<file path="src/rtl/ysyx_041461_mem.sv">
// rtl/ysyx_041461_mem.sv - RV64 pipeline memory-access stage (EXE -> bus -> WB)
//
// Optional feature macro: YSYX_041461_MEM_ACK_BYPASS_EN
//   defined   : the ack cycle completes the stage combinationally when WB is ready
//   undefined : every access passes through DONE; outputs are registered only
//
// Ports
//   clk, rst                         stage clock, synchronous active-high reset
//   MEM_valid/rd_en/wr_en            instruction presence and load/store kind
//   MEM_size/unsigned                access size (0 B, 1 H, 2 W, 3 D) and zero-extend select
//   MEM_addr/wdata                   effective address and right-aligned store data
//   MEM_trap_in                      trap code raised upstream
//   WB_ready                         WB accepts the result this cycle
//   mem_req/we/addr/wdata/wmask      bus request fields, held stable while mem_req=1
//   mem_ack/rdata                    bus completion and aligned doubleword read data
//   MEM_result/trap/ok/ready         result, trap code, completion and accept to the pipeline
module ysyx_041461_mem (
    input  logic        clk,
    input  logic        rst,
    input  logic        MEM_valid,
    input  logic        MEM_rd_en,
    input  logic        MEM_wr_en,
    input  logic [1:0]  MEM_size,
    input  logic        MEM_unsigned,
    input  logic [63:0] MEM_addr,
    input  logic [63:0] MEM_wdata,
    input  logic [3:0]  MEM_trap_in,
    input  logic        WB_ready,
    output logic        mem_req,
    output logic        mem_we,
    output logic [63:0] mem_addr,
    output logic [63:0] mem_wdata,
    output logic [7:0]  mem_wmask,
    input  logic        mem_ack,
    input  logic [63:0] mem_rdata,
    output logic [63:0] MEM_result,
    output logic [3:0]  MEM_trap,
    output logic        MEM_ok,
    output logic        MEM_ready
);

    localparam logic [3:0] ysyx_041461_TRAP_NOP           = 4'd0;
    localparam logic [3:0] ysyx_041461_MEM_LOAD_MISALIGN  = 4'd4;
    localparam logic [3:0] ysyx_041461_MEM_STORE_MISALIGN = 4'd6;

    localparam logic [1:0] S_IDLE = 2'd0;
    localparam logic [1:0] S_REQ  = 2'd1;
    localparam logic [1:0] S_DONE = 2'd2;

    logic [1:0]  state;
    logic [1:0]  size_q;
    logic        uns_q;
    logic [2:0]  off_q;
    logic [63:0] result_q;

    logic        aligned;
    logic        access;
    logic [7:0]  base_mask;
    logic [63:0] raw;
    logic [63:0] load_ext;

    always_comb begin
        aligned = 1'b1;
        case (MEM_size)
            2'd0:    aligned = 1'b1;
            2'd1:    aligned = ~MEM_addr[0];
            2'd2:    aligned = (MEM_addr[1:0] == 2'd0);
            default: aligned = (MEM_addr[2:0] == 3'd0);
        endcase
    end

    // Upstream traps win; misalignment is only reported for real memory ops.
    always_comb begin
        MEM_trap = ysyx_041461_TRAP_NOP;
        if (MEM_trap_in != ysyx_041461_TRAP_NOP)
            MEM_trap = MEM_trap_in;
        else if (MEM_rd_en && !aligned)
            MEM_trap = ysyx_041461_MEM_LOAD_MISALIGN;
        else if (MEM_wr_en && !aligned)
            MEM_trap = ysyx_041461_MEM_STORE_MISALIGN;
    end

    assign access = MEM_valid & (MEM_rd_en | MEM_wr_en)
                  & (MEM_trap_in == ysyx_041461_TRAP_NOP) & aligned;

    always_comb begin
        base_mask = 8'h01;
        case (MEM_size)
            2'd0:    base_mask = 8'h01;
            2'd1:    base_mask = 8'h03;
            2'd2:    base_mask = 8'h0F;
            default: base_mask = 8'hFF;
        endcase
    end

    // Load alignment uses the latched offset/size so the result stays correct
    // even though the bus address has its low bits cleared.
    assign raw = mem_rdata >> {off_q, 3'b000};

    always_comb begin
        load_ext = raw;
        case (size_q)
            2'd0:    load_ext = uns_q ? {56'd0, raw[7:0]}  : {{56{raw[7]}},  raw[7:0]};
            2'd1:    load_ext = uns_q ? {48'd0, raw[15:0]} : {{48{raw[15]}}, raw[15:0]};
            2'd2:    load_ext = uns_q ? {32'd0, raw[31:0]} : {{32{raw[31]}}, raw[31:0]};
            default: load_ext = raw;
        endcase
    end

    always_ff @(posedge clk) begin
        if (rst) begin
            state     <= S_IDLE;
            mem_we    <= 1'b0;
            mem_addr  <= 64'd0;
            mem_wdata <= 64'd0;
            mem_wmask <= 8'd0;
            size_q    <= 2'd0;
            uns_q     <= 1'b0;
            off_q     <= 3'd0;
            result_q  <= 64'd0;
        end else begin
            case (state)
                S_IDLE: begin
                    if (access) begin
                        mem_addr  <= {MEM_addr[63:3], 3'b000};
                        mem_we    <= MEM_wr_en;
                        mem_wdata <= MEM_wdata << {MEM_addr[2:0], 3'b000};
                        mem_wmask <= base_mask << MEM_addr[2:0];
                        size_q    <= MEM_size;
                        uns_q     <= MEM_unsigned;
                        off_q     <= MEM_addr[2:0];
                        state     <= S_REQ;
                    end
                end
                S_REQ: begin
                    if (mem_ack) begin
                        if (!mem_we)
                            result_q <= load_ext;
`ifdef YSYX_041461_MEM_ACK_BYPASS_EN
                        state <= WB_ready ? S_IDLE : S_DONE;
`else
                        state <= S_DONE;
`endif
                    end
                end
                S_DONE: begin
                    if (WB_ready)
                        state <= S_IDLE;
                end
                default: state <= S_IDLE;
            endcase
        end
    end

    assign mem_req = (state == S_REQ);

    always_comb begin
        MEM_ok = 1'b0;
        case (state)
            S_IDLE: MEM_ok = ~access;
`ifdef YSYX_041461_MEM_ACK_BYPASS_EN
            S_REQ:  MEM_ok = mem_ack;
`else
            S_REQ:  MEM_ok = 1'b0;
`endif
            S_DONE: MEM_ok = 1'b1;
            default: MEM_ok = 1'b0;
        endcase
    end

`ifdef YSYX_041461_MEM_ACK_BYPASS_EN
    assign MEM_result = (mem_req && mem_ack && !mem_we) ? load_ext : result_q;
`else
    assign MEM_result = result_q;
`endif

    assign MEM_ready = MEM_ok & WB_ready;

endmodule

</file>
<file path="config.mk">
export PLATFORM = sky130hd
export DESIGN_NAME = ysyx_041461_mem
export DESIGN_NICKNAME = d
export VERILOG_FILES = /design/src/rtl/ysyx_041461_mem.sv
export SDC_FILE = /design/constraint.sdc
export NUM_CORES = 1
export LEC_CHECK = 0
export BUFFER_PORTS_ARGS = -buffer_cell sky130_fd_sc_hd__buf_2
export CAP_MARGIN = 20
export CORE_MARGIN = 5
export CORE_UTILIZATION = 40
export CTS_CLUSTER_DIAMETER = 100
export CTS_CLUSTER_SIZE = 24
export DETAILED_ROUTE_END_ITERATION = 12
export PLACE_DENSITY = 0.69
export SLEW_MARGIN = 10
export SYNTH_ARGS = -nofsm -noshare
export SYNTH_HDL_FRONTEND = slang
export SYNTH_SLANG_ARGS = --single-unit
</file>
<file path="constraint.sdc">
create_clock -name clk -period 2.5 [get_ports clk]
set_input_delay 0.625 -clock clk [delete_from_list [all_inputs] [get_ports clk]]
set_output_delay 0.625 -clock clk [all_outputs]
set_load 0.02 [all_outputs]
</file>
==> impl_metrics.toml, run 1 <==
[critical_path]
crit_path_end_kind = "output pin"
worstPathArrival_ns = 1.79
ff2ff_path_depth = 5
critical_path_class = "input pin to output pin"
cp_max_fo = 3
crit_path_start_kind = "input pin"
crit_required_ns = 1.88

[sta]
finalCritPeriodShare_pct = 96.7
slew_violations = 0
fin_ws_ns = 0.0821
fmax_ghz = 0.414
finClkSkew_ns = 0.0181
min_period_ns = 2.42
tightestPinTransition_ns = 0.960
setup_viol = 0
hold_viol_final = 0
relSlewSlack_pct = 35.5
holdWs_ns = 0.370
rsz0062_at_grt = "false"

[layout]
final_nets = 1829
synthToLayoutAreaGrowth_pct = 26.8
instances_no_fill = 1964
nFillCells = 2526
layout-drive-gt1-share_pct = 34.2

[die]
core_area_um2 = 26100
initial_utilization_pct = 40.8
die-area_um2 = 30000
rows = 59
ioPinCount = 414
chipHeight_um = 173
die_w_um = 173

[clocking]
h-tree-depth = 1
clockBufferDepth = 3
hold_buffers = 0
clock_sink_count = 206
cts_root_buf = "clkbuf_16"
clock_latency_ns = 0.48
cts-buffers-inserted = 13
path_clk_slew_ns = 0.10
cts_tree = "built"

[global_route]
gr-usage-met1_pct = 32.5
grt_use_met2_pct = 40.4
grt_overflow = 0
grt.busiest_layer = "met2"
track_usage_pct = 25.2
antenna_found_initial = 6
grt_max_degree = 85
met3_usage_pct = 6.59
grt_pass1_vias = 10700
grt_pass1_wl_mm = 61.6

[placed_design]
preCtsSetupSlack_ns = -0.0177
place_inst = 1943
dp_hpwl_mm = 30.8
portBuffers = 410
place_congestion = 0.901

[synth]
synth_area_per_cell_um2 = 8.35
synth.distinct_cells = 50
netlist_area_um2 = 10700
synthCells = 1276
synth_edf_count = 0
synthFlopType = "dfxtp_1"
synthArstFlopShare_pct = 0
synth_warnings = 0
ys_ff_latch = 206
ys_seq_area_share_pct = 38.7

[detailed_routing]
firstDrtPassIters = 5
vias_per_cell = 5.65
routed-via-count = 11100
drc = 0
finalWirelength_mm = 40.3
antenna_left = 0
routedWlPerCell_um = 20.5
drt-initial-drc-count = 1062

[run_status]
outcome = "complete, no violations"

[hold_path]
hold_depth = 3
hp-class = "input pin to flip-flop"

[pwr]
power.share.clock_pct = 34.4
powerDensity_nw_per_um2 = 476
ir_drop_uv = 588
p_leak_uw = 0.00563
switching_share_pct = 27.0
power_frac_seq_pct = 51.5
totalPowerFinal_uw = 6420
p_switching_uw = 1740
p_int_uw = 4690
p_comb_share_pct = 14.0

[job]
drv_cap = 0
==> registers in the layout (all words and copies together), names as in the netlist <==
| name | count |
|---|---|
| mem_we | 1 |
| mem_wmask | 8 |
| size_q | 2 |
| off_q | 3 |
| mem_wdata | 64 |
| mem_addr | 61 |
| state | 2 |
| MEM_result | 64 |
| uns_q | 1 |
==> final timing paths <==
path / startpoint / endpoint / slack, ns
setup / recovery: MEM_trap_in[2] / MEM_ready / 0.08
hold / removal: MEM_addr[36] / mem_addr[36]$_SDFFE_PP0P_ / 0.37
setup reg to reg: state[0]$_SDFFE_PP0P_ / MEM_result[44]$_SDFFE_PP0P_ / 0.16
hold reg to reg: mem_addr[63]$_SDFFE_PP0P_ / mem_addr[63]$_SDFFE_PP0P_ / 0.45
==> layout by cell type, fill, tap and decap left out, types with 14 or more instances in the layout <==
master    netlist  routed
buf_2          32     408
nand2_1       215     215
dfxtp_1       206     204
a21oi_1       180     180
nor2_1         97      96
mux2i_1        89      89
o21ai_0        74      73
buf_4           3      37
mux4_2         33      33
a211oi_1       32      32
mux2_2         24      24
nor2b_1        22      22
nand3b_1       19      19
nor3_1         20      19
a31oi_1        14      14
==> kinds of logic (layout without fill, tap and decap cells) <==
kind of cell / count (synthesis) / after routing / synth area share (%)
AOI/OAI and AO/OA: 360 / 360 / 19.8
muxes: 146 / 146 / 17.9
DFF: 206 / 206 / 38.7
and+or+nand+nor: 430 / 430 / 18.1
other: 1 / 7 / 0.0352
buffers and inverters: 133 / 480 / 5.52
==> synthesized netlist by cell type (6+ instances only) <==
cell type	count	share of area [%]
buf_1	12	0.42
a21oi_1	180	8.5
a21oi_2	7	0.58
or3_1	11	0.65
nand2_1	215	7.6
mux2i_1	89	8.4
o32ai_1	6	0.49
mux2_2	24	2.5
a31oi_1	14	0.82
o22ai_1	8	0.47
nor2b_1	22	1.3
o2bb2ai_1	7	0.58
nand2b_1	11	0.65
nand3b_1	19	1.3
buf_2	32	1.5
nand3_1	12	0.56
a211oi_1	32	2.3
nor3_1	20	0.94
clkbuf_1	74	2.6
nor4_1	8	0.47
nor2_1	97	3.4
o21ai_0	74	3.5
a22oi_1	8	0.56
mux4_2	33	7.0
o22a_1	7	0.58
a221o_1	7	0.66
dfxtp_1	206	39
==> cell type report <==
| type | instances | area, µm² | area share (%) |
|---|---|---|---|
| multi-input combinational | 939 | 6010 | 44.5 |
| clock buffer | 14 | 339 | 2.51 |
| timing repair buffer | 456 | 2540 | 18.8 |
| tap | 335 | 419 | 3.10 |
| sequential | 206 | 4130 | 30.6 |
| inverter | 7 | 26.3 | 0.195 |
| clock inverter | 3 | 38.8 | 0.287 |
| antenna | 4 | 10.0 | 0.0741 |
==> worst max-delay path: stages <==
cell and delay (ns):
buf_2 0.11, nor3_2 0.19, nor3b_2 0.18, buf_4 0.13, and3b_2 0.20, nor2_4 0.06, and2_4 0.15, buf_4 0.15
==> power groups by stage <==
stage	clock network [µW]	registers [µW]	logic (µW)
2_1_floorplan	0	3410	460
3_3_place_gp	0	3390	876
5_1_grt	2350	3310	972
6_report	2210	3310	901
3_5_place_dp	0	3390	882
4_1_cts	2270	3310	886
==> what timing repair did <==
action                                  4_1_cts  5_1_grt
endpoints found under the setup margin        1        1
cloned                                        0        0
buffers inserted                              0        0
pin swaps                                     0        2
resized for setup                             1        6
endpoints found under the hold margin         0        0
==> routing by layer <==
metal / vias up / wire (µm)
met5: - / 24
li1: 5235 / -
met4: 4 / 1840
met1: 5174 / 16200
met2: 583 / 18400
met3: 99 / 3790
==> metrics by stage <==
stage	setup TNS, ns	util, %	area [µm²]
after floorplan	0	-	10700
after global routing	0	51.7	13500
after CTS	0	51.6	13500
after global placement	-0.0852	50.1	13100
final	0	51.7	13500
after detailed placement	-0.0177	50.1	13100
(Power assumes the default switching activity.)
==> inputs of run 2 (changes only) <==
--- a/config.mk
+++ b/config.mk
@@ -7,12 +7,11 @@
 export LEC_CHECK = 0
 export BUFFER_PORTS_ARGS = -buffer_cell sky130_fd_sc_hd__buf_2
 export CAP_MARGIN = 20
-export CORE_MARGIN = 5
 export CORE_UTILIZATION = 40
 export CTS_CLUSTER_DIAMETER = 100
 export CTS_CLUSTER_SIZE = 24
 export DETAILED_ROUTE_END_ITERATION = 12
-export PLACE_DENSITY = 0.69
+export PLACE_DENSITY = 0.76
 export SLEW_MARGIN = 10
 export SYNTH_ARGS = -nofsm -noshare
 export SYNTH_HDL_FRONTEND = slang
==> impl_metrics.toml, run 2 (same netlist as run 1, synthesis figures left out) <==
[pwr]
p_switching_uw = 1700
p_int_uw = 4650
switching_share_pct = 26.8
ir_drop_uv = 687
power.share.clock_pct = 33.0
p_leak_uw = 0.00574
totalPowerFinal_uw = 6350
p_comb_share_pct = 14.8
powerDensity_nw_per_um2 = 464
power_frac_seq_pct = 52.2

[layout]
layout-drive-gt1-share_pct = 35.0
final_nets = 1850
final_cell_mix = "buf_2 (407), nand2_1 (215), dfxtp_1 (204)"
synthToLayoutAreaGrowth_pct = 28.5
layout_commonest_cell = "buf_2"

[global_route]
grt_max_degree = 85
grt_overflow = 0
grt_pass1_wl_mm = 57.2
track_usage_pct = 27.1
antenna_found_initial = 3
grt_pass1_vias = 10500

[sta]
finClkSkew_ns = 0.0204
fmax_ghz = 0.412
slew_violations = 0
relSlewSlack_pct = 50.5
tns_ns = 0
finalCritPeriodShare_pct = 97.1
min_period_ns = 2.43
rsz0062_at_grt = "false"
tightestPinTransition_ns = 0.742
hold_viol_final = 0
setup_viol = 0

[clocking]
h-tree-depth = 1
cts_tree = "built"
clockBufferDepth = 3
clock_sink_count = 206
path_clk_slew_ns = 0.10
hold_buffers = 0
cts-buffers-inserted = 12
cts_root_buf = "clkbuf_16"
clock_latency_ns = 0.48

[detailed_routing]
drc = 0
routedWlPerCell_um = 19.5
firstDrtPassIters = 5
finalWirelength_mm = 38.7
routed-via-count = 11200
vias_per_cell = 5.64
drt-initial-drc-count = 980
antenna_left = 0

[die]
ioPinCount = 414
chipHeight_um = 165
core_area_um2 = 26100
rows = 59
die_w_um = 165
initial_utilization_pct = 40.9
die-area_um2 = 27300

[critical_path]
rrSetupSlack_ns = 0.26
cp_max_fo = 3
worstPathArrival_ns = 1.80
crit_family = "simple AND/OR/NAND/NOR gates"
crit_path_start_kind = "input pin"
cp_slowest_cell = "o21ai_1"
crit_path_end_kind = "output pin"
crit_required_ns = 1.88
path_cells = "buf_2 -> inv_1 -> o21ai_1 -> and3b_2 -> nor2_2 -> and2_4 -> buf_6"
critical_path_class = "input pin to output pin"
critPathBufInv = 3
max_stage_delay_ns = 0.28

[job]
drv_cap = 0

[placed_design]
dp_hpwl_mm = 29.6
place_congestion = 0.967
portBuffers = 410

[hold_path]
hp-class = "input pin to flip-flop"

[run_status]
outcome = "complete, no violations"
[run 2: layout make-up]
cell class / instances / area [µm²]
inverter: 7 / 26.3
timing repair buffer: 478 / 2770
clock inverter: 2 / 13.8
sequential: 206 / 4130
tap: 335 / 419
antenna: 2 / 5.00
multi-input combinational: 939 / 6010
clock buffer: 13 / 325
fill: 2474 / 12400
[run 2: tightest hold or removal path: cells and delay by family]
family                 cells  cell delay, ns
buffers and inverters      1            0.09
AO/OA/AOI/OAI              1            0.05
AND/OR/NAND/NOR            1            0.04
[run 2: repair_timing]
action | 4_1_cts | 5_1_grt
gates resized for setup | 4 | 6
setup endpoints to repair | 2 | 2
pin swaps | 0 | 2
buffers inserted | 0 | 0
[run 2: final timing paths]
kind | start | endpoint | cells past startpoint
setup / recovery | MEM_size[1] | MEM_ready | 7
setup reg to reg | off_q[1]$_SDFFE_PP0P_ | MEM_result[62]$_SDFFE_PP0P_ | 6
hold reg to reg | mem_addr[56]$_SDFFE_PP0P_ | mem_addr[56]$_SDFFE_PP0P_ | 2
hold / removal | MEM_unsigned | uns_q$_SDFFE_PP0P_ | 3
[run 2: routing by layer]
metal  global-route usage (%)  up-vias  wire length (µm)  share of wire, %
met4                     11.4        0              1550               4.0
li1                         -     5245                 -                 -
met3                     5.59       96              3460               9.0
met1                     33.9     5252             15300                40
met2                     44.9      580             18300                47
met5                        0        -                 0                 0
[run 2: power groups by stage]
stage               sequential (µW)  combinational [µW]  clock [µW]
floorplan                      3410                 460           0
global placement               3390                 910           0
detailed placement             3390                 918           0
CTS                            3310                 923        2150
global route                   3310                1000        2250
finish                         3310                 941        2100
[run 2: metrics by stage]
stage | utilization, % | hold slack, ns | instance area, µm² | std cells | setup slack [ns]
2_1_floorplan | - | 0.469 | 10700 | 1278 | 0.0356
3_3_place_gp | 51.1 | 0.437 | 13300 | 1965 | -0.187
3_5_place_dp | 51.1 | 0.443 | 13300 | 1965 | -0.128
4_1_cts | 52.4 | 0.355 | 13700 | 1980 | 0.00514
5_1_grt | 52.5 | 0.367 | 13700 | 1981 | 0.000746
6_report | 52.5 | 0.370 | 13700 | 1982 | 0.0731
==> inputs of run 3 (changes only) <==
--- a/config.mk
+++ b/config.mk
@@ -7,11 +7,13 @@
 export LEC_CHECK = 0
 export BUFFER_PORTS_ARGS = -buffer_cell sky130_fd_sc_hd__buf_2
 export CAP_MARGIN = 20
-export CORE_UTILIZATION = 40
+export CELL_PAD_IN_SITES_DETAIL_PLACEMENT = 0
+export CELL_PAD_IN_SITES_GLOBAL_PLACEMENT = 2
+export CORE_UTILIZATION = 27
 export CTS_CLUSTER_DIAMETER = 100
 export CTS_CLUSTER_SIZE = 24
 export DETAILED_ROUTE_END_ITERATION = 12
-export PLACE_DENSITY = 0.76
+export PLACE_DENSITY = 0.87
 export SLEW_MARGIN = 10
 export SYNTH_ARGS = -nofsm -noshare
 export SYNTH_HDL_FRONTEND = slang
==> impl_metrics.toml, run 3 (same netlist as run 1, synthesis figures left out) <==
[global_route]
track_usage_pct = 20.0
grt_overflow = 0
grt_max_degree = 85
grt_pass1_vias = 10600
antenna_found_initial = 7
grt_pass1_wl_mm = 63.3

[layout]
multi_input_area_um2 = 6000
nFillCells = 4139
layout_commonest_cell = "buf_2"
final_cell_mix = "buf_2 (408), nand2_1 (215), dfxtp_1 (204)"
layout-drive-gt1-share_pct = 34.8
synthToLayoutAreaGrowth_pct = 30.6
regArea_um2 = 4130
final_nets = 1847

[critical_path]
cp_slowest_cell = "and3b_1"
path_cells = "buf_2 -> o21ai_0 -> o21ai_0 -> and3b_1 -> nor2_2 -> and2_1 -> buf_2"
worstPathArrival_ns = 1.73
crit_path_start_kind = "input pin"
cp_max_fo = 3
rrSetupSlack_ns = 0.24
critical_path_class = "input pin to output pin"
crit_required_ns = 1.88
crit_path_end_kind = "output pin"
max_stage_delay_ns = 0.23

[detailed_routing]
finalWirelength_mm = 41.7
antenna_left = 0
drc = 0
vias_per_cell = 5.05
drt-initial-drc-count = 531
routedWlPerCell_um = 19.2
routed-via-count = 11000
firstDrtPassIters = 5

[placed_design]
place_congestion = 0.879
dp_hpwl_mm = 31.5
portBuffers = 410
preCtsSetupSlack_ns = 0.0171

[clocking]
clockBufferDepth = 3
clock_sink_count = 206
cts_root_buf = "clkbuf_16"
clock_latency_ns = 0.50
hold_buffers = 0
h-tree-depth = 1
cts-buffers-inserted = 13
cts_tree = "built"
path_clk_slew_ns = 0.10

[die]
core_area_um2 = 38800
ioPinCount = 414
chipHeight_um = 201
die-area_um2 = 40300
initial_utilization_pct = 27.4
rows = 72
die_w_um = 201

[run_status]
outcome = "complete, no violations"

[pwr]
powerDensity_nw_per_um2 = 479
p_leak_uw = 0.00572
ir_drop_uv = 419

[sta]
slew_violations = 0
fmax_ghz = 0.425
finClkSkew_ns = 0.0310
rsz0062_at_grt = "false"
tns_ns = 0
min_period_ns = 2.35
hold_viol_final = 0
relSlewSlack_pct = 40.8
finalCritPeriodShare_pct = 94.0
fin_ws_ns = 0.150
setup_viol = 0
tightestPinTransition_ns = 0.885

[hold_path]
hp-class = "input pin to flip-flop"

[job]
drv_cap = 0
-- run 3: cell types whose count changed in the layout (fill, tap and decap cells not counted), moves of 2 or more --
cell      delta
buf_12       -4
buf_6        -2
clkbuf_1     +2
clkbuf_8     +2
diode_2      +6
-- run 3: metal layers --
layer | track usage (%) | wire length [µm] | vias up
li1 | - | - | 5264
met4 | 6.43 | 1200 | 0
met5 | 0 | 0 | -
met2 | 32.9 | 19600 | 458
met3 | 4.11 | 2990 | 55
met1 | 26.0 | 18000 | 5206
-- run 3: repair_timing --
action	4_1_cts	5_1_grt
buffers inserted	0	0
resized for setup	0	2
endpoints found under the setup margin	0	1
-- run 3: critical path, delay by kind of cell --
family,cells,cell delay [ns]
AO/OA/AOI/OAI,2,0.24
buffers and inverters,2,0.35
AND/OR/NAND/NOR,3,0.52
-- run 3: metrics by stage --
stage | hold slack [ns] | std cells | instance area, µm² | utilization [%] | power (µW)
6_report | 0.349 | 2173 | 13900 | 35.8 | 6670
5_1_grt | 0.325 | 2172 | 13900 | 35.8 | 6910
4_1_cts | 0.314 | 2165 | 13900 | 35.8 | 6730
3_5_place_dp | 0.443 | 2144 | 13500 | 34.7 | 4300
3_3_place_gp | 0.436 | 2144 | 13500 | 34.7 | 4290
2_1_floorplan | 0.469 | 1278 | 10700 | - | 3870
-- run 3: final timing paths --
kind                                                start                     endpoint  depth (start not counted)
worst max-delay path                          MEM_addr[0]                    MEM_ready                          7
worst min-delay path                         MEM_addr[42]    mem_addr[42]$_SDFFE_PP0P_                          3
worst max register to register      off_q[1]$_SDFFE_PP0P_  MEM_result[53]$_SDFFE_PP0P_                          6
worst min register to register  mem_addr[19]$_SDFFE_PP0P_    mem_addr[19]$_SDFFE_PP0P_                          2
-- run 3: cell type report --
class / count / share of cell area [%]
well taps: 518 / 4.66
inverters: 7 / 0.189
multi-input cells: 939 / 43.1
clock inverters: 4 / 0.432
clock buffers: 17 / 2.59
diodes: 8 / 0.144
flip-flops and latches: 206 / 29.7
repair buffers: 474 / 19.2
-- run 3: power breakdown --
| group | total [µW] | internal, µW | switching [µW] |
|---|---|---|---|
| registers | 3310 | 3300 | 11.5 |
| clock network | 2440 | 1150 | 1280 |
| logic | 920 | 399 | 521 |
| total | 6670 | 4850 | 1820 |
